$ cat config.mk
export PLATFORM = sky130hd
export DESIGN_NAME = fifo_rr_drain_flat
export DESIGN_NICKNAME = d
export VERILOG_FILES = /design/src/rtl/fifo_rr_drain_if.sv /design/src/rtl/fifo_rr_drain.sv /design/src/flat_wrapper.sv
export SDC_FILE = /design/constraint.sdc
export NUM_CORES = 1
export LEC_CHECK = 0
export ABC_CLOCK_PERIOD_IN_PS = 5150
export CORE_ASPECT_RATIO = 0.7
export CORE_MARGIN = 10
export CORE_UTILIZATION = 39
export DETAILED_ROUTE_END_ITERATION = 8
export PLACE_DENSITY_LB_ADDON = 0.12
export REMOVE_ABC_BUFFERS = 1
export SKIP_CTS_REPAIR_TIMING = 1
export SLEW_MARGIN = 25
export SYNTH_ARGS = -nofsm -noshare
export SYNTH_HDL_FRONTEND = slang
export SYNTH_SLANG_ARGS = --single-unit
$ cat constraint.sdc
create_clock -name clk -period 5.15 [get_ports clk]
set_input_delay 0.7725 -clock clk [delete_from_list [all_inputs] [get_ports clk]]
set_output_delay 0.7725 -clock clk [all_outputs]
set_load 0.01 [all_outputs]
$ cat src/rtl/fifo_rr_drain_if.sv
// Bus bundle for fifo_rr_drain: the read side of the source FIFOs plus the
// valid/ready output stream. The master modport is the scheduler itself.
interface fifo_rr_drain_if #(
    parameter int N_SRC     = 4,
    parameter int DATA_WIDE = 64,
    parameter int SRC_W     = (N_SRC > 1) ? $clog2(N_SRC) : 1
);
    // Source FIFO side
    logic [N_SRC-1:0]           fifo_empty;
    logic [N_SRC-1:0]           fifo_rd_en;
    logic [N_SRC*DATA_WIDE-1:0] fifo_dout;

    // Output stream side
    logic [DATA_WIDE-1:0]       out_data;
    logic [SRC_W-1:0]           out_src;
    logic                       out_last;
    logic                       out_valid;
    logic                       out_ready;

    // Scheduler view: reads the FIFOs, drives the stream.
    modport master (
        input  fifo_empty,
        input  fifo_dout,
        input  out_ready,
        output fifo_rd_en,
        output out_data,
        output out_src,
        output out_last,
        output out_valid
    );

    // Environment view: FIFOs and downstream consumer.
    modport slave (
        output fifo_empty,
        output fifo_dout,
        output out_ready,
        input  fifo_rd_en,
        input  out_data,
        input  out_src,
        input  out_last,
        input  out_valid
    );
endinterface

$ cat src/rtl/fifo_rr_drain.sv
// Round-robin burst drain of N_SRC synchronous FIFOs (1-cycle read latency)
// onto a single registered valid/ready stream. This block is the only reader
// of the FIFOs, so a granted FIFO is never empty when it is read.
module fifo_rr_drain #(
    parameter int N_SRC     = 4,
    parameter int DATA_WIDE = 64,
    parameter int BURST     = 4
) (
    input logic             clk,
    input logic             rst,
    fifo_rr_drain_if.master bus
);
    localparam int SRC_W = (N_SRC > 1) ? $clog2(N_SRC) : 1;
    localparam int CNT_W = (BURST > 1) ? $clog2(BURST) : 1;
    localparam logic [CNT_W-1:0] LAST_CNT = CNT_W'(BURST - 1);

    typedef enum logic [1:0] {
        ARB     = 2'd0,  // pick the next non-empty source from ptr onward
        READ    = 2'd1,  // pulse rd_en of the granted FIFO
        CAPTURE = 2'd2,  // FIFO dout is valid, register it
        HOLD    = 2'd3   // present the word until the handshake
    } state_t;

    state_t               state;
    logic [SRC_W-1:0]     grant;
    logic [SRC_W-1:0]     ptr;
    logic [CNT_W-1:0]     cnt;
    logic [DATA_WIDE-1:0] data_q;
    logic [SRC_W-1:0]     src_q;
    logic                 valid_q;

    logic                 any_ready;
    logic [SRC_W-1:0]     arb_pick;
    logic                 sel_empty;
    logic [DATA_WIDE-1:0] sel_dout;
    logic                 last;
    logic [N_SRC-1:0]     rd_en;

    // (base + off) mod N_SRC for base < N_SRC and off <= N_SRC; the explicit
    // subtraction keeps the wrap correct for non-power-of-2 source counts.
    function automatic logic [SRC_W-1:0] wrap_add(input logic [SRC_W-1:0] base,
                                                  input int unsigned      off);
        int unsigned sum;
        sum = 32'(base) + off;
        if (sum >= unsigned'(N_SRC)) begin
            sum = sum - unsigned'(N_SRC);
        end
        return SRC_W'(sum);
    endfunction

    // Bit select by a source index, written as a compare mux so an index
    // wider than the vector never produces an out-of-range select.
    function automatic logic bit_at(input logic [N_SRC-1:0] vec,
                                    input logic [SRC_W-1:0] idx);
        logic b;
        b = 1'b0;
        for (int i = 0; i < N_SRC; i++) begin
            if (idx == SRC_W'(i)) begin
                b = vec[i];
            end
        end
        return b;
    endfunction

    // First non-empty source at or after start, walking cyclically. The loop
    // runs from the farthest offset down, so the nearest candidate wins.
    function automatic logic [SRC_W-1:0] rr_pick(input logic [N_SRC-1:0] empty,
                                                 input logic [SRC_W-1:0] start);
        logic [SRC_W-1:0] pick;
        logic [SRC_W-1:0] cand;
        pick = start;
        for (int k = N_SRC - 1; k >= 0; k--) begin
            cand = wrap_add(start, 32'(k));
            if (!bit_at(empty, cand)) begin
                pick = cand;
            end
        end
        return pick;
    endfunction

    assign any_ready = |(~bus.fifo_empty);
    assign arb_pick  = rr_pick(bus.fifo_empty, ptr);
    assign sel_empty = bit_at(bus.fifo_empty, grant);

    // A burst ends on the BURST-th word or as soon as the granted FIFO runs
    // dry; a write landing during HOLD can therefore extend the burst.
    assign last = (state == HOLD) && ((cnt == LAST_CNT) || sel_empty);

    // Mux the granted FIFO's read data for the capture register.
    always_comb begin
        // NOTE: every combinational output gets a default first so no path
        // leaves it unassigned, which would otherwise infer a latch.
        sel_dout = '0;
        for (int i = 0; i < N_SRC; i++) begin
            if (grant == SRC_W'(i)) begin
                sel_dout = bus.fifo_dout[i*DATA_WIDE +: DATA_WIDE];
            end
        end
    end

    // Decode the single rd_en pulse from the READ state; one-hot by construction.
    always_comb begin
        rd_en = '0;
        if (state == READ) begin
            for (int i = 0; i < N_SRC; i++) begin
                if (grant == SRC_W'(i)) begin
                    rd_en[i] = 1'b1;
                end
            end
        end
    end

    assign bus.fifo_rd_en = rd_en;
    assign bus.out_data   = data_q;
    assign bus.out_src    = src_q;
    assign bus.out_valid  = valid_q;
    assign bus.out_last   = last;

    // Scheduler FSM: arbitration, read, capture and hold of each burst word.
    always_ff @(posedge clk or posedge rst) begin
        if (rst) begin
            // A read in flight is simply dropped; the FIFOs reset alongside.
            state   <= ARB;
            grant   <= '0;
            ptr     <= '0;
            cnt     <= '0;
            data_q  <= '0;
            src_q   <= '0;
            valid_q <= 1'b0;
        end else begin
            // NOTE: non-blocking assignments so every register here samples
            // the values from before this edge, independent of statement order.
            case (state)
                ARB: begin
                    if (any_ready) begin
                        grant <= arb_pick;
                        cnt   <= '0;
                        state <= READ;
                    end
                end
                READ: begin
                    state <= CAPTURE;
                end
                CAPTURE: begin
                    data_q  <= sel_dout;
                    src_q   <= grant;
                    valid_q <= 1'b1;
                    state   <= HOLD;
                end
                HOLD: begin
                    // Without a handshake nothing moves and no FIFO is read,
                    // so backpressure can never drop a word.
                    if (bus.out_ready) begin
                        valid_q <= 1'b0;
                        if (last) begin
                            ptr   <= wrap_add(grant, 32'd1);
                            state <= ARB;
                        end else begin
                            cnt   <= cnt + CNT_W'(1);
                            state <= READ;
                        end
                    end
                end
                default: begin
                    state <= ARB;
                end
            endcase
        end
    end
endmodule

$ cat src/flat_wrapper.sv
// flat-port wrapper written by rule: the top's interface ports become plain ports
module fifo_rr_drain_flat 
#(
    parameter int N_SRC     = 4,
    parameter int DATA_WIDE = 64,
    parameter int BURST     = 4
)
  (clk, rst, bus_fifo_empty, bus_fifo_dout, bus_out_ready, bus_fifo_rd_en, bus_out_data, bus_out_src, bus_out_last, bus_out_valid);
  fifo_rr_drain_if #(.N_SRC(N_SRC), .DATA_WIDE(DATA_WIDE)) bus_i ();
  input logic clk;
  input logic rst;
  input wire logic [$bits(bus_i.fifo_empty)-1:0] bus_fifo_empty;
  input wire logic [$bits(bus_i.fifo_dout)-1:0] bus_fifo_dout;
  input wire logic [$bits(bus_i.out_ready)-1:0] bus_out_ready;
  output wire logic [$bits(bus_i.fifo_rd_en)-1:0] bus_fifo_rd_en;
  output wire logic [$bits(bus_i.out_data)-1:0] bus_out_data;
  output wire logic [$bits(bus_i.out_src)-1:0] bus_out_src;
  output wire logic [$bits(bus_i.out_last)-1:0] bus_out_last;
  output wire logic [$bits(bus_i.out_valid)-1:0] bus_out_valid;
  assign bus_i.fifo_empty = bus_fifo_empty;
  assign bus_i.fifo_dout = bus_fifo_dout;
  assign bus_i.out_ready = bus_out_ready;
  assign bus_fifo_rd_en = bus_i.fifo_rd_en;
  assign bus_out_data = bus_i.out_data;
  assign bus_out_src = bus_i.out_src;
  assign bus_out_last = bus_i.out_last;
  assign bus_out_valid = bus_i.out_valid;
  fifo_rr_drain #(.N_SRC(N_SRC), .DATA_WIDE(DATA_WIDE), .BURST(BURST)) u_core (.clk(clk), .rst(rst), .bus(bus_i));
endmodule
Word-level counts from Yosys, hierarchy flattened
Cells that the tools add are included.
Cells by class
  reduce and logical (&&, ||, !) cells: 16
  muxes and demuxes: 48
  add/subtract/negate cells: 10
  magnitude comparators: 5
  bitwise gates (word level): 1
  equality and inequality tests: 22
Operator list (number)
  64-bit two-way mux: 4
  2-bit two-way mux: 14
  2-bit == test, second input constant: 13
  1-bit two-way mux: 26
  2-bit by 1-bit == test with 1-bit output, second input constant: 6
  3-bit greater-or-equal comparator, second input constant: 4
  2-bit zero test: 6
  2-bit by 1-bit subtractor with 2-bit output, second input constant: 5
  2-bit one-hot mux with 4 select lines: 1
  2-bit by 1-bit adder with 3-bit output, second input constant: 2
  2-bit by 2-bit adder with 3-bit output, second input constant: 2
  2-bit AND reduction: 3
  4-bit two-way mux: 1
  2-bit != test, second input constant: 2
  4-bit inverter: 1
  2-bit one-hot mux with 2 select lines: 1
  4-bit AND reduction: 1
  2-bit nonzero test: 2
  4-bit OR reduction: 1
  2-bit by 3-bit greater-or-equal comparator with 1-bit output, second input constant: 1
  3-bit AND reduction: 1
  2-bit by 1-bit adder with 2-bit output, second input constant: 1
  2-bit by 1-bit != test with 1-bit output, second input constant: 1
  1-bit one-hot mux with 2 select lines: 1
  2 further kinds: 2
Word-level totals
  output and inout bits: 72
  input port bits: 263
  bits in registers: 75
  logic and storage cells: 109

Logic depth before layout (Yosys ltp)
  depth after elaboration: 12
  mapped depth: 9
  depth with buffers taken out: 7

Worst setup path after synthesis
No wires, ideal clock.
  path kind: input to output
  from: input port bus_fifo_empty[1]
  to: output port bus_out_last
  required time: 4.378 ns
  data arrival time: 1.562 ns
  path buffers: 0
  setup slack: 2.815 ns
  stages: 3
  cells stage by stage: a221o_1 a221oi_4 nor2_1
Between the ends
  longest elaborated chain between the ends: 5
Ends and longest elaborated chain
  from (decl): RTL line flat_wrapper.sv:12  | input wire logic [$bits(bus_i.fifo_empty)-1:0] bus_fifo_empty;
  1-bit two-way mux (3 in a row): RTL line fifo_rr_drain.sv:58  | if (idx == SRC_W'(i)) begin
  1-bit logical OR: RTL line fifo_rr_drain.sv:87  | assign last = (state == HOLD) && ((cnt == LAST_CNT) || sel_empty);
  1-bit logical AND: RTL line fifo_rr_drain.sv:87
  to (decl): RTL line flat_wrapper.sv:18  | output wire logic [$bits(bus_i.out_last)-1:0] bus_out_last;
Every way passes these cells.

Worst setup path in the final report
  from: register u_core.grant[1]
  to: output port bus_out_last
Between the ends
  longest elaborated chain between the ends: 7
  elaborated cells on any way between the ends: 10
  those cells by class: eq/ne (3); mux (4); reduce/logical (3)
Ends and longest elaborated chain
  from (decl): RTL line fifo_rr_drain.sv:25  | logic [SRC_W-1:0] grant;
  from (signal assigned): RTL line fifo_rr_drain.sv:136  | grant <= arb_pick;
  2-bit zero test: RTL line fifo_rr_drain.sv:58
  1-bit two-way mux (3 in a row): RTL line fifo_rr_drain.sv:58
  1-bit two-way mux *: RTL line fifo_rr_drain.sv:58
  1-bit logical OR *: RTL line fifo_rr_drain.sv:87
  1-bit logical AND *: RTL line fifo_rr_drain.sv:87
Mark *: on every way between the ends. The rest lies on a longest branch, timed or not.

==> results.sh <==
export IMPL_status="completed"
export IMPL_power_mw=4.937
export IMPL_synthTopCellsByArea="dfrtp_1 38%, a21oi_1 14%, a221oi_1 11%"
export IMPL_clock_sinks=75
export IMPL_fin_area_um2=8723
export IMPL_ir_worst_vdd_v=0.0003222
export IMPL_fillers=969
export IMPL_path_buf_inv=3
export IMPL_critical_path_max_fanout=66
export IMPL_rsz0062_at_grt="no"
export IMPL_critical_path_max_stage_delay_ns=0.60
export IMPL_max_slew_margin_pct=45.78
export IMPL_endpoint_kind="primary output"
export IMPL_tightest_slew_ns=0.8133
export IMPL_setup_viol=0
export IMPL_netlist_area_um2=4964
export IMPL_final_nets=1186
export IMPL_crit_arrival_ns=2.90
export IMPL_drt_iter0_drc=352
export IMPL_via_count=5793
export IMPL_power_density_nw_per_um2=565.9
export IMPL_yosysMostFrequentCell="a21oi_1"
export IMPL_core_area_um2=12420
export IMPL_final_max_slew_viol_count=0
export IMPL_grt_max_degree=132
export IMPL_p_leak_nw=3.358
export IMPL_clk_latency_ns=0.32
export IMPL_placed_area_um2=8377
export IMPL_cap_viol_max_count=0
export IMPL_crit_type="reg -> out"
export IMPL_grt_ovfl_total=0
export IMPL_die_area_um2=17710
export IMPL_dp_hpwl_mm=16.42
export IMPL_drive_gt1_share_pct=3.070
export IMPL_cts_htree_levels=3
export IMPL_firstDrtPassIters=5
export IMPL_port_buffers=334
export IMPL_crit_chain="inv_1 -> ha_2 -> buf_4 -> a221o_1 -> a221oi_4 -> nor2_1 -> clkdlybuf4s50_1"
export IMPL_synthArstFlopShare_pct=100.0
export IMPL_clkTransAtPathRegs_ns=0.06
export IMPL_grt_pass1_wl_mm=32.00
export IMPL_antenna_cells=0
export IMPL_start_util_pct=39.96
export IMPL_dp_slack_ns=1.511
export IMPL_place_congestion=0.8834
export IMPL_hold_slack_ns=0.4820
export IMPL_synth_flop_cell="dfrtp_1"
export IMPL_clock_fmax_mhz=272.3
export IMPL_multi_input_area_um2=2874
export IMPL_crit_family="buffers and inverters"
export IMPL_ys_seq_elements=75
export IMPL_dpl_cell_count=1057
export IMPL_track_usage_pct=22.12
export IMPL_areaGrowthSynthToFinish_pct=75.75
export IMPL_setup_ws_ns=1.478
export IMPL_yosysUniqueCellTypes=37
export IMPL_slowest_stage="buf_4"
export IMPL_wl_per_cell_um=19.48
export IMPL_yosys_warnings=0
export IMPL_regArea_um2=1877
export IMPL_yosysSeqAreaShare_pct=37.81
export IMPL_vias_per_cell=5.394
export IMPL_cts_buffer_depth=2
export IMPL_design_portCount=335
export IMPL_drc_errors=0
export IMPL_grt_pass1_vias=5800
export IMPL_hold_viol_final=0
export IMPL_cts_buffers=9
export IMPL_dieWidth_um=154.8
export IMPL_yosysTopAreaCell="dfrtp_1"
export IMPL_rows=34
export IMPL_wl_mm=20.92
export IMPL_cts_tree="done"
export IMPL_tns_ns=0
export IMPL_period_needed_ns=3.672
export IMPL_synth_cells=614
export IMPL_post_route_util_pct=70.23
export IMPL_clock_root_buffer="clkbuf_16"
export IMPL_die_y_um=114.4
export IMPL_synth_top_area_share_pct=37.81
export IMPL_antenna_left=0
export IMPL_synthTopCellsByCount="137 x a21oi_1, 75 x dfrtp_1, 67 x nor2b_1, 66 x nor2_1, 65 x a221oi_1"
export IMPL_startpoint_type="flop"
export IMPL_skew_ns=0.008825
export IMPL_antenna_found_initial=0
export IMPL_synth_edf_count=0
export IMPL_fin_cells=1074
export IMPL_holdCritPathClass="reg -> reg"
export IMPL_fin_crit_sh_pct=71.30
export IMPL_synth_avg_cell_area_um2=8.084
export IMPL_required_ns=4.38
-- cells by family after synthesis --
kind of cell	count (synthesis)	share of synthesized area (%)
multiplexers	4	0.8822
adder cells (fa/ha/maj)	16	4.033
AO/OA/AOI/OAI	226	29.19
buffers and inverters	69	5.243
flip-flops	75	37.81
AND/OR/NAND/NOR	224	22.84
-- path summary, 6_finish.rpt --
kind	slack, ns	start	endpoint	cells past startpoint
worst max-delay path	1.48	u_core.grant[1]$_DFFE_PP0P_	bus_out_last	7
worst min-delay path	0.48	u_core.bus.out_src[1]$_DFFE_PP0P_	u_core.bus.out_src[1]$_DFFE_PP0P_	1
worst max register to register	2.50	u_core.grant[0]$_DFFE_PP0P_	u_core.ptr[1]$_DFFE_PP0P_	7
worst min register to register	0.48	u_core.bus.out_src[1]$_DFFE_PP0P_	u_core.bus.out_src[1]$_DFFE_PP0P_	1
max in group asynchronous	3.36	rst	u_core.bus.out_data[39]$_DFFE_PP0P_	3
min in group asynchronous	0.78	rst	u_core.bus.out_data[5]$_DFFE_PP0P_	2
-- routing by layer --
layer / vias up / routed length [um] / GRT usage (%)
li1: 2857 / - / -
met1: 2701 / 8206 / 25.15
met2: 225 / 10760 / 40.24
met3: 10 / 1783 / 7.207
met4: 0 / 164 / 3.641
met5: - / 0 / 0
-- final cells by class --
cell class              instances  share of cell area [%]
well taps                     162                   2.324
clock inverters                 6                   1.033
inverters                      11                  0.4877
clock buffers                  10                   2.625
multi-input cells             470                   32.95
flip-flops and latches         75                   21.51
repair buffers                340                   39.07
-- cell usage in the layout (no fill, tap or decap), types with 2 or more instances in the layout --
cell,count
o21ai_1,2
clkinv_4,2
nand2_1,11
inv_1,9
nor2_1,66
o21ai_0,4
bufinv_16,2
ha_4,3
nor3_1,64
nor2b_1,66
a221oi_1,65
buf_4,5
a21oi_1,137
nand3_1,2
and2_1,6
mux2_1,3
clkinv_2,2
nand4_1,2
clkbuf_16,9
a211oi_1,4
ha_1,12
nand3b_1,3
o211ai_1,3
dfrtp_1,75
clkdlybuf4s50_1,334
-- where the power goes --
part           internal (mW)  total (mW)  switching, mW  leakage [nW]
logic                   1.50        3.18           1.69          2.36
clock network          0.425       0.663          0.238         0.153
registers              0.901        1.09          0.188         0.848
total                   2.82        4.94           2.11          3.36
-- registers in the layout (all words and copies together), names as in the netlist --
name                  count
u_core.bus.out_data      64
u_core.bus.out_src        2
u_core.bus.out_valid      1
u_core.cnt                2
u_core.grant              2
u_core.ptr                2
u_core.state              2
-- worst reg2reg max path: cells and delay by family, from the launching register on --
kind            cells  cell delay (ns)
compound gates      2             0.57
fa+ha+maj           1             0.44
buf+inv             2             0.50
flops               1             0.46
mux                 1             0.33
simple gates        1             0.22
No activity file was read; power rests on OpenSTA's default activity.
